### src/rtl/ibex_pkg.sv
// rtl/ibex_pkg.sv - shared types and constants for the RVFI extension generator.
package ibex_pkg;

    typedef struct packed {
        logic [31:0] mip;
        logic        nmi;
        logic        nmi_int;
        logic        debug_req;
        logic        debug_mode;
        logic        irq_valid;
    } rvfi_ext_issue_t;

    localparam int unsigned RVFI_EXT_DEPTH_DEFAULT = 2;

endpackage

### src/rtl/ibex_rvfi_ext_fifo.sv
// rtl/ibex_rvfi_ext_fifo.sv - in-order snapshot FIFO with flush; a pop in the flush cycle completes before the clear.
module ibex_rvfi_ext_fifo
    import ibex_pkg::*;
#(
    parameter int unsigned DEPTH = RVFI_EXT_DEPTH_DEFAULT
) (
    input  logic            clk,
    input  logic            rst_n,
    input  logic            push,
    input  rvfi_ext_issue_t wdata,
    input  logic            pop,
    input  logic            flush,
    output rvfi_ext_issue_t rdata,
    output logic            full,
    output logic            empty
);

    localparam int unsigned PW = $clog2(DEPTH);
    localparam int unsigned CW = PW + 1;

    rvfi_ext_issue_t mem [DEPTH];
    logic [PW-1:0]   wptr;
    logic [PW-1:0]   rptr;
    logic [PW-1:0]   rptr_next;
    logic [CW-1:0]   count;
    logic            do_push;
    logic            do_pop;

    assign full      = (count == CW'(DEPTH));
    assign empty     = (count == '0);
    assign rdata     = mem[rptr];
    assign do_pop    = pop & ~empty;
    // A flush frees every slot, so a push in the flush cycle always lands.
    assign do_push   = push & (~full | do_pop | flush);
    assign rptr_next = rptr + PW'(do_pop);

    always_ff @(posedge clk or negedge rst_n) begin
        if (!rst_n) begin
            wptr  <= '0;
            rptr  <= '0;
            count <= '0;
        end else if (flush) begin
            rptr  <= rptr_next;
            wptr  <= rptr_next + PW'(do_push);
            count <= CW'(do_push);
        end else begin
            rptr  <= rptr_next;
            wptr  <= wptr + PW'(do_push);
            count <= count + CW'(do_push) - CW'(do_pop);
        end
    end

    always_ff @(posedge clk) begin
        if (do_push) begin
            mem[flush ? rptr_next : wptr] <= wdata;
        end
    end

endmodule

### src/rtl/ibex_rvfi_ext_gen.sv
// rtl/ibex_rvfi_ext_gen.sv - RVFI extension producer: issue-time snapshots aligned to retirement.
// RVFI_EXT_PERF_EN enables the retire-time mcycle/hpm counter registers.
module ibex_rvfi_ext_gen
    import ibex_pkg::*;
#(
    parameter int unsigned DEPTH          = RVFI_EXT_DEPTH_DEFAULT,
    parameter int unsigned MHPMCounterNum = 10
) (
    input  logic                           clk_i,
    input  logic                           rst_ni,
    input  logic                           issue_i,
    input  logic                           retire_i,
    input  logic                           flush_i,
    input  logic [31:0]                    mip_i,
    input  logic                           nmi_i,
    input  logic                           nmi_int_i,
    input  logic                           debug_req_i,
    input  logic                           debug_mode_i,
    input  logic                           irq_valid_i,
    input  logic                           rf_wr_suppress_i,
    input  logic                           ic_scr_key_valid_i,
    input  logic [63:0]                    mcycle_i,
    input  logic [MHPMCounterNum-1:0][31:0] mhpmcounters_i,
    input  logic [MHPMCounterNum-1:0][31:0] mhpmcountersh_i,
    output logic                           rvfi_valid_o,
    output logic [31:0]                    rvfi_ext_mip_o,
    output logic                           rvfi_ext_nmi_o,
    output logic                           rvfi_ext_nmi_int_o,
    output logic                           rvfi_ext_debug_req_o,
    output logic                           rvfi_ext_debug_mode_o,
    output logic                           rvfi_ext_irq_valid_o,
    output logic                           rvfi_ext_rf_wr_suppress_o,
    output logic                           rvfi_ext_ic_scr_key_valid_o,
    output logic [63:0]                    rvfi_ext_mcycle_o,
    output logic [MHPMCounterNum-1:0][31:0] rvfi_ext_mhpmcounters_o,
    output logic [MHPMCounterNum-1:0][31:0] rvfi_ext_mhpmcountersh_o,
    output logic                           err_overflow_o,
    output logic                           err_underflow_o
);

    rvfi_ext_issue_t live;
    rvfi_ext_issue_t fifo_rdata;
    rvfi_ext_issue_t ret_issue;
    rvfi_ext_issue_t issue_q;
    logic            fifo_full;
    logic            fifo_empty;
    logic            bypass;
    logic            rf_wr_suppress_q;
    logic            ic_scr_key_valid_q;

    assign live = '{mip: mip_i, nmi: nmi_i, nmi_int: nmi_int_i, debug_req: debug_req_i,
                    debug_mode: debug_mode_i, irq_valid: irq_valid_i};

    // Issue and retire of the same instruction into an empty buffer never touch storage.
    assign bypass = issue_i & retire_i & fifo_empty;

    ibex_rvfi_ext_fifo #(
        .DEPTH(DEPTH)
    ) u_fifo (
        .clk  (clk_i),
        .rst_n(rst_ni),
        .push (issue_i & ~bypass),
        .wdata(live),
        .pop  (retire_i),
        .flush(flush_i),
        .rdata(fifo_rdata),
        .full (fifo_full),
        .empty(fifo_empty)
    );

    always_comb begin
        ret_issue = fifo_rdata;
        if (fifo_empty) begin
            ret_issue = issue_i ? live : '0;
        end
    end

    always_ff @(posedge clk_i or negedge rst_ni) begin
        if (!rst_ni) begin
            rvfi_valid_o       <= 1'b0;
            issue_q            <= '0;
            rf_wr_suppress_q   <= 1'b0;
            ic_scr_key_valid_q <= 1'b0;
            err_overflow_o     <= 1'b0;
            err_underflow_o    <= 1'b0;
        end else begin
            rvfi_valid_o <= retire_i;
            if (retire_i) begin
                issue_q            <= ret_issue;
                rf_wr_suppress_q   <= rf_wr_suppress_i;
                ic_scr_key_valid_q <= ic_scr_key_valid_i;
            end
            if (issue_i && fifo_full && !retire_i && !flush_i) begin
                err_overflow_o <= 1'b1;
            end
            if (retire_i && fifo_empty && !issue_i) begin
                err_underflow_o <= 1'b1;
            end
        end
    end

    assign rvfi_ext_mip_o              = issue_q.mip;
    assign rvfi_ext_nmi_o              = issue_q.nmi;
    assign rvfi_ext_nmi_int_o          = issue_q.nmi_int;
    assign rvfi_ext_debug_req_o        = issue_q.debug_req;
    assign rvfi_ext_debug_mode_o       = issue_q.debug_mode;
    assign rvfi_ext_irq_valid_o        = issue_q.irq_valid;
    assign rvfi_ext_rf_wr_suppress_o   = rf_wr_suppress_q;
    assign rvfi_ext_ic_scr_key_valid_o = ic_scr_key_valid_q;

`ifdef RVFI_EXT_PERF_EN
    logic [63:0]                     mcycle_q;
    logic [MHPMCounterNum-1:0][31:0] mhpm_q;
    logic [MHPMCounterNum-1:0][31:0] mhpmh_q;

    always_ff @(posedge clk_i or negedge rst_ni) begin
        if (!rst_ni) begin
            mcycle_q <= '0;
            mhpm_q   <= '0;
            mhpmh_q  <= '0;
        end else if (retire_i) begin
            mcycle_q <= mcycle_i;
            mhpm_q   <= mhpmcounters_i;
            mhpmh_q  <= mhpmcountersh_i;
        end
    end

    assign rvfi_ext_mcycle_o        = mcycle_q;
    assign rvfi_ext_mhpmcounters_o  = mhpm_q;
    assign rvfi_ext_mhpmcountersh_o = mhpmh_q;
`else
    logic unused_perf;
    assign unused_perf              = ^{mcycle_i, mhpmcounters_i, mhpmcountersh_i};
    assign rvfi_ext_mcycle_o        = '0;
    assign rvfi_ext_mhpmcounters_o  = '0;
    assign rvfi_ext_mhpmcountersh_o = '0;
`endif

endmodule

### config.mk
export PLATFORM = sky130hd
export DESIGN_NAME = ibex_rvfi_ext_gen
export DESIGN_NICKNAME = d
export VERILOG_FILES = /design/src/rtl/ibex_pkg.sv /design/src/rtl/ibex_rvfi_ext_fifo.sv /design/src/rtl/ibex_rvfi_ext_gen.sv
export SDC_FILE = /design/constraint.sdc
export NUM_CORES = 1
export LEC_CHECK = 0
export ABC_AREA = 1
export CAP_MARGIN = 20
export CORE_AREA = 2 2 588 590
export CTS_CLUSTER_SIZE = 8
export DETAILED_ROUTE_END_ITERATION = 8
export DIE_AREA = 0 0 590 592
export DONT_BUFFER_PORTS = 1
export GPL_TIMING_DRIVEN = 1
export RECOVER_POWER = 25
export SYNTH_ARGS = -nofsm -noshare
export SYNTH_HDL_FRONTEND = slang
export SYNTH_SLANG_ARGS = --single-unit
### constraint.sdc
create_clock -name clk_i -period 3.3 [get_ports clk_i]
set_input_delay 0.825 -clock clk_i [delete_from_list [all_inputs] [get_ports clk_i]]
set_output_delay 0.825 -clock clk_i [all_outputs]
set_load 0.01 [all_outputs]
==> results.sh <==
export IMPL_min_period_over_period=0.7223
export IMPL_endpoint_kind="flip-flop"
export IMPL_syn2layout_area_growth_pct=35.31
export IMPL_worst_slew_margin_rel=0.5507
export IMPL_fmax_mhz=419.6
export IMPL_crit_fanout=37
export IMPL_chipWidth_um=590
export IMPL_cts_hold_fix_buffers=0
export IMPL_crit_slowest_cell="nor2_4"
export IMPL_die_h_um=592
export IMPL_dp_hpwl_um=22720
export IMPL_clock_latency_ns=0.43
export IMPL_final_common_cell="conb_1"
export IMPL_viasPerCell=0.8938
export IMPL_grt_max_degree=47
export IMPL_path_class="reg2reg"
export IMPL_grt_busiest_layer="met2"
export IMPL_gr_total_overflow=0
export IMPL_worst_pin_slew_ns=0.6739
export IMPL_synth_edf_count=74
export IMPL_route_antenna_remaining_nets=0
export IMPL_drive_above_1_share=0.06176
export IMPL_clock_sinks=120
export IMPL_fin_nets=1838
export IMPL_crit_arrival_ns=2.44
export IMPL_first_pass_iters=5
export IMPL_regArea_um2=3374
export IMPL_rows=215
export IMPL_total_power_mw=5.841
export IMPL_core_area_um2=342400
export IMPL_ir_drop_mv=0.4678
export IMPL_netlist_area_leader_share=0.5252
export IMPL_fillers=40580
export IMPL_synth_xor_area_frac=0.0008642
export IMPL_p_leak_nw=4.375
export IMPL_critical_path_max_stage_delay_ns=0.53
export IMPL_fin_crit_ns=2.383
export IMPL_maxCapViolCount=0
export IMPL_synth_top_family_by_area="buffers and inverters"
export IMPL_crit_required_ns=3.35
export IMPL_avgRoutedWirePerCell_um=5.019
export IMPL_clockRootBuffer="clkbuf_16"
export IMPL_path_delay_family="simple AND/OR/NAND/NOR gates"
export IMPL_finalClockSkew_ns=0.01242
export IMPL_synth_compound_area_frac=0.02642
export IMPL_stdcell_area_um2=13710
export IMPL_synthAdderAreaFrac=0.002469
export IMPL_hold_path_class="in2async"
export IMPL_path_clk_slew_ns=0.06
export IMPL_synth_simple_gate_area_share=0.09605
export IMPL_hold_ws_ns=0.1418
export IMPL_use_met2=0.02732
export IMPL_clock_path_buffers=2
export IMPL_use_met1=0.01612
export IMPL_path_buf_inv=1
export IMPL_placed_area_um2=13090
export IMPL_rsz0062_at_grt="no"
export IMPL_start_util=0.02959
export IMPL_use_met3=0.005187
export IMPL_synth_area_mux_share=0
export IMPL_grt_pass1_vias=3594
export IMPL_final_cell_mix="conb_1 (704), edfxtp_1 (74), nand2_1 (72)"
export IMPL_ys_seq_area_frac=0.3328
export IMPL_multiInputGateArea_um2=3928
export IMPL_p_per_area_nw_per_um2=425.9
export IMPL_worst_setup_path_start_kind="flip-flop"
export IMPL_hold_viol_final=0
export IMPL_yosysWarnings=0
export IMPL_yosys_top_cells_area="buf_4 (53%), edfxtp_1 (22%), dfrtp_1 (11%)"
export IMPL_cts_tree="built"
export IMPL_drv_slew=0
export IMPL_setup_viol=0
export IMPL_cts_resized=0
export IMPL_cts_max_level=4
export IMPL_synth_top_area_cell="buf_4"
export IMPL_grtUsageTotal=0.01512
export IMPL_syn_inst=1092
export IMPL_synthArstFlopShare=0.3833
export IMPL_outcome="completed"
export IMPL_setup_tns_final_ns=0
export IMPL_synth_main_ff_cell="edfxtp_1"
export IMPL_drt_iter0_markers=142
export IMPL_cts_made_buffers=17
export IMPL_ios=1494
export IMPL_reg2reg_depth=6
export IMPL_gp_congestion=0.5865
export IMPL_synth_seq_cells=120
export IMPL_netlist_area_um2=10130
export IMPL_vias=5067
export IMPL_dieArea_um2=349300
export IMPL_worst_path_stages=6
export IMPL_routed_wl_um=28460
export IMPL_syn_area_per_cell_um2=9.281
export IMPL_cp_cell_sequence="nor2_4 -> o21ai_0 -> nand3_1 -> nand2_1 -> nor2_4 -> buf_4"
export IMPL_path_common_cell="nor2_4"
export IMPL_grt_pass1_wl_um=33710
export IMPL_synth_cell_type_count=28
export IMPL_antenna_found_initial=16
export IMPL_drc=0
export IMPL_numPortBuffers=0
export IMPL_cts_setup_buffers=0
[power by group]
part           internal (mW)  total (mW)  switching, mW
registers               2.06        2.52          0.466
clock network           1.13        1.88          0.750
logic                  0.359        1.44           1.08
total                   3.55        5.84           2.30
[per-stage QoR]
stage / setup slack [ns] / cells / utilization
2_1_floorplan: 0.5445 / 1795 / -
3_5_place_dp: 0.8885 / 5626 / 0.03823
5_1_grt: 0.8029 / 5659 / 0.03997
4_1_cts: 0.8904 / 5658 / 0.03996
3_3_place_gp: 0.9159 / 5626 / 0.03823
6_report: 0.9165 / 5669 / 0.04004
[worst paths after layout]
| check | start | endpoint | slack, ns |
|---|---|---|---|
| setup / recovery | u_fifo.count[0] | u_fifo.mem[1][21] | 0.92 |
| hold / removal | rst_ni | rvfi_ext_mip_o[11] | 0.14 |
| setup reg to reg | u_fifo.count[0] | u_fifo.mem[1][21] | 0.92 |
| hold reg to reg | u_fifo.mem[1][30] | rvfi_ext_mip_o[25] | 0.49 |
| max in group asynchronous | rst_ni | u_fifo.rptr | 2.91 |
| min in group clk_i | u_fifo.mem[1][30] | rvfi_ext_mip_o[25] | 0.49 |
[final cells by class]
class / instances / share of cell area
Tap cell: 4557 / 0.4158
Multi-Input combinational cell: 936 / 0.2864
Sequential cell: 120 / 0.2461
Clock buffer: 17 / 0.03102
Clock inverter: 15 / 0.01232
Timing Repair Buffer: 7 / 0.004745
Antenna cell: 11 / 0.002007
Inverter: 6 / 0.001642
[layer usage]
metal,up-vias,share of wire
met5,-,0
met3,15,0.11
met1,2312,0.36
met2,618,0.52
li1,2122,-
met4,0,0.012
[sequential cells by signal (all words and copies together) (netlist names)]
name                         count
err_underflow_o                  1
u_fifo.wptr                      1
rvfi_ext_debug_mode_o            1
rvfi_ext_irq_valid_o             1
u_fifo.rptr                      1
rvfi_valid_o                     1
u_fifo.count                     2
rvfi_ext_debug_req_o             1
rvfi_ext_nmi_o                   1
u_fifo.mem                      74
rvfi_ext_ic_scr_key_valid_o      1
rvfi_ext_rf_wr_suppress_o        1
rvfi_ext_mip_o                  32
err_overflow_o                   1
rvfi_ext_nmi_int_o               1
[cell usage after synthesis, types with 5 or more instances]
| cell | count |
|---|---|
| dfrtp_1 | 46 |
| or2_2 | 21 |
| clkbuf_1 | 9 |
| nand2_1 | 72 |
| buf_4 | 709 |
| o211ai_1 | 30 |
| nand4_1 | 37 |
| nor2_1 | 8 |
| inv_1 | 5 |
| or2_0 | 10 |
| nand3_1 | 39 |
| edfxtp_1 | 74 |
| buf_2 | 8 |
| buf_6 | 5 |
[kinds of logic (layout without fill, tap and decap cells)]
kind of cell | after synthesis | after routing
other cells | 1 | 715
compound gates | 37 | 37
flops | 120 | 120
buf+inv | 739 | 45
xor+xnor | 1 | 1
simple gates | 192 | 192
fa+ha+maj | 2 | 2
Power figures use the tool's default switching activity.
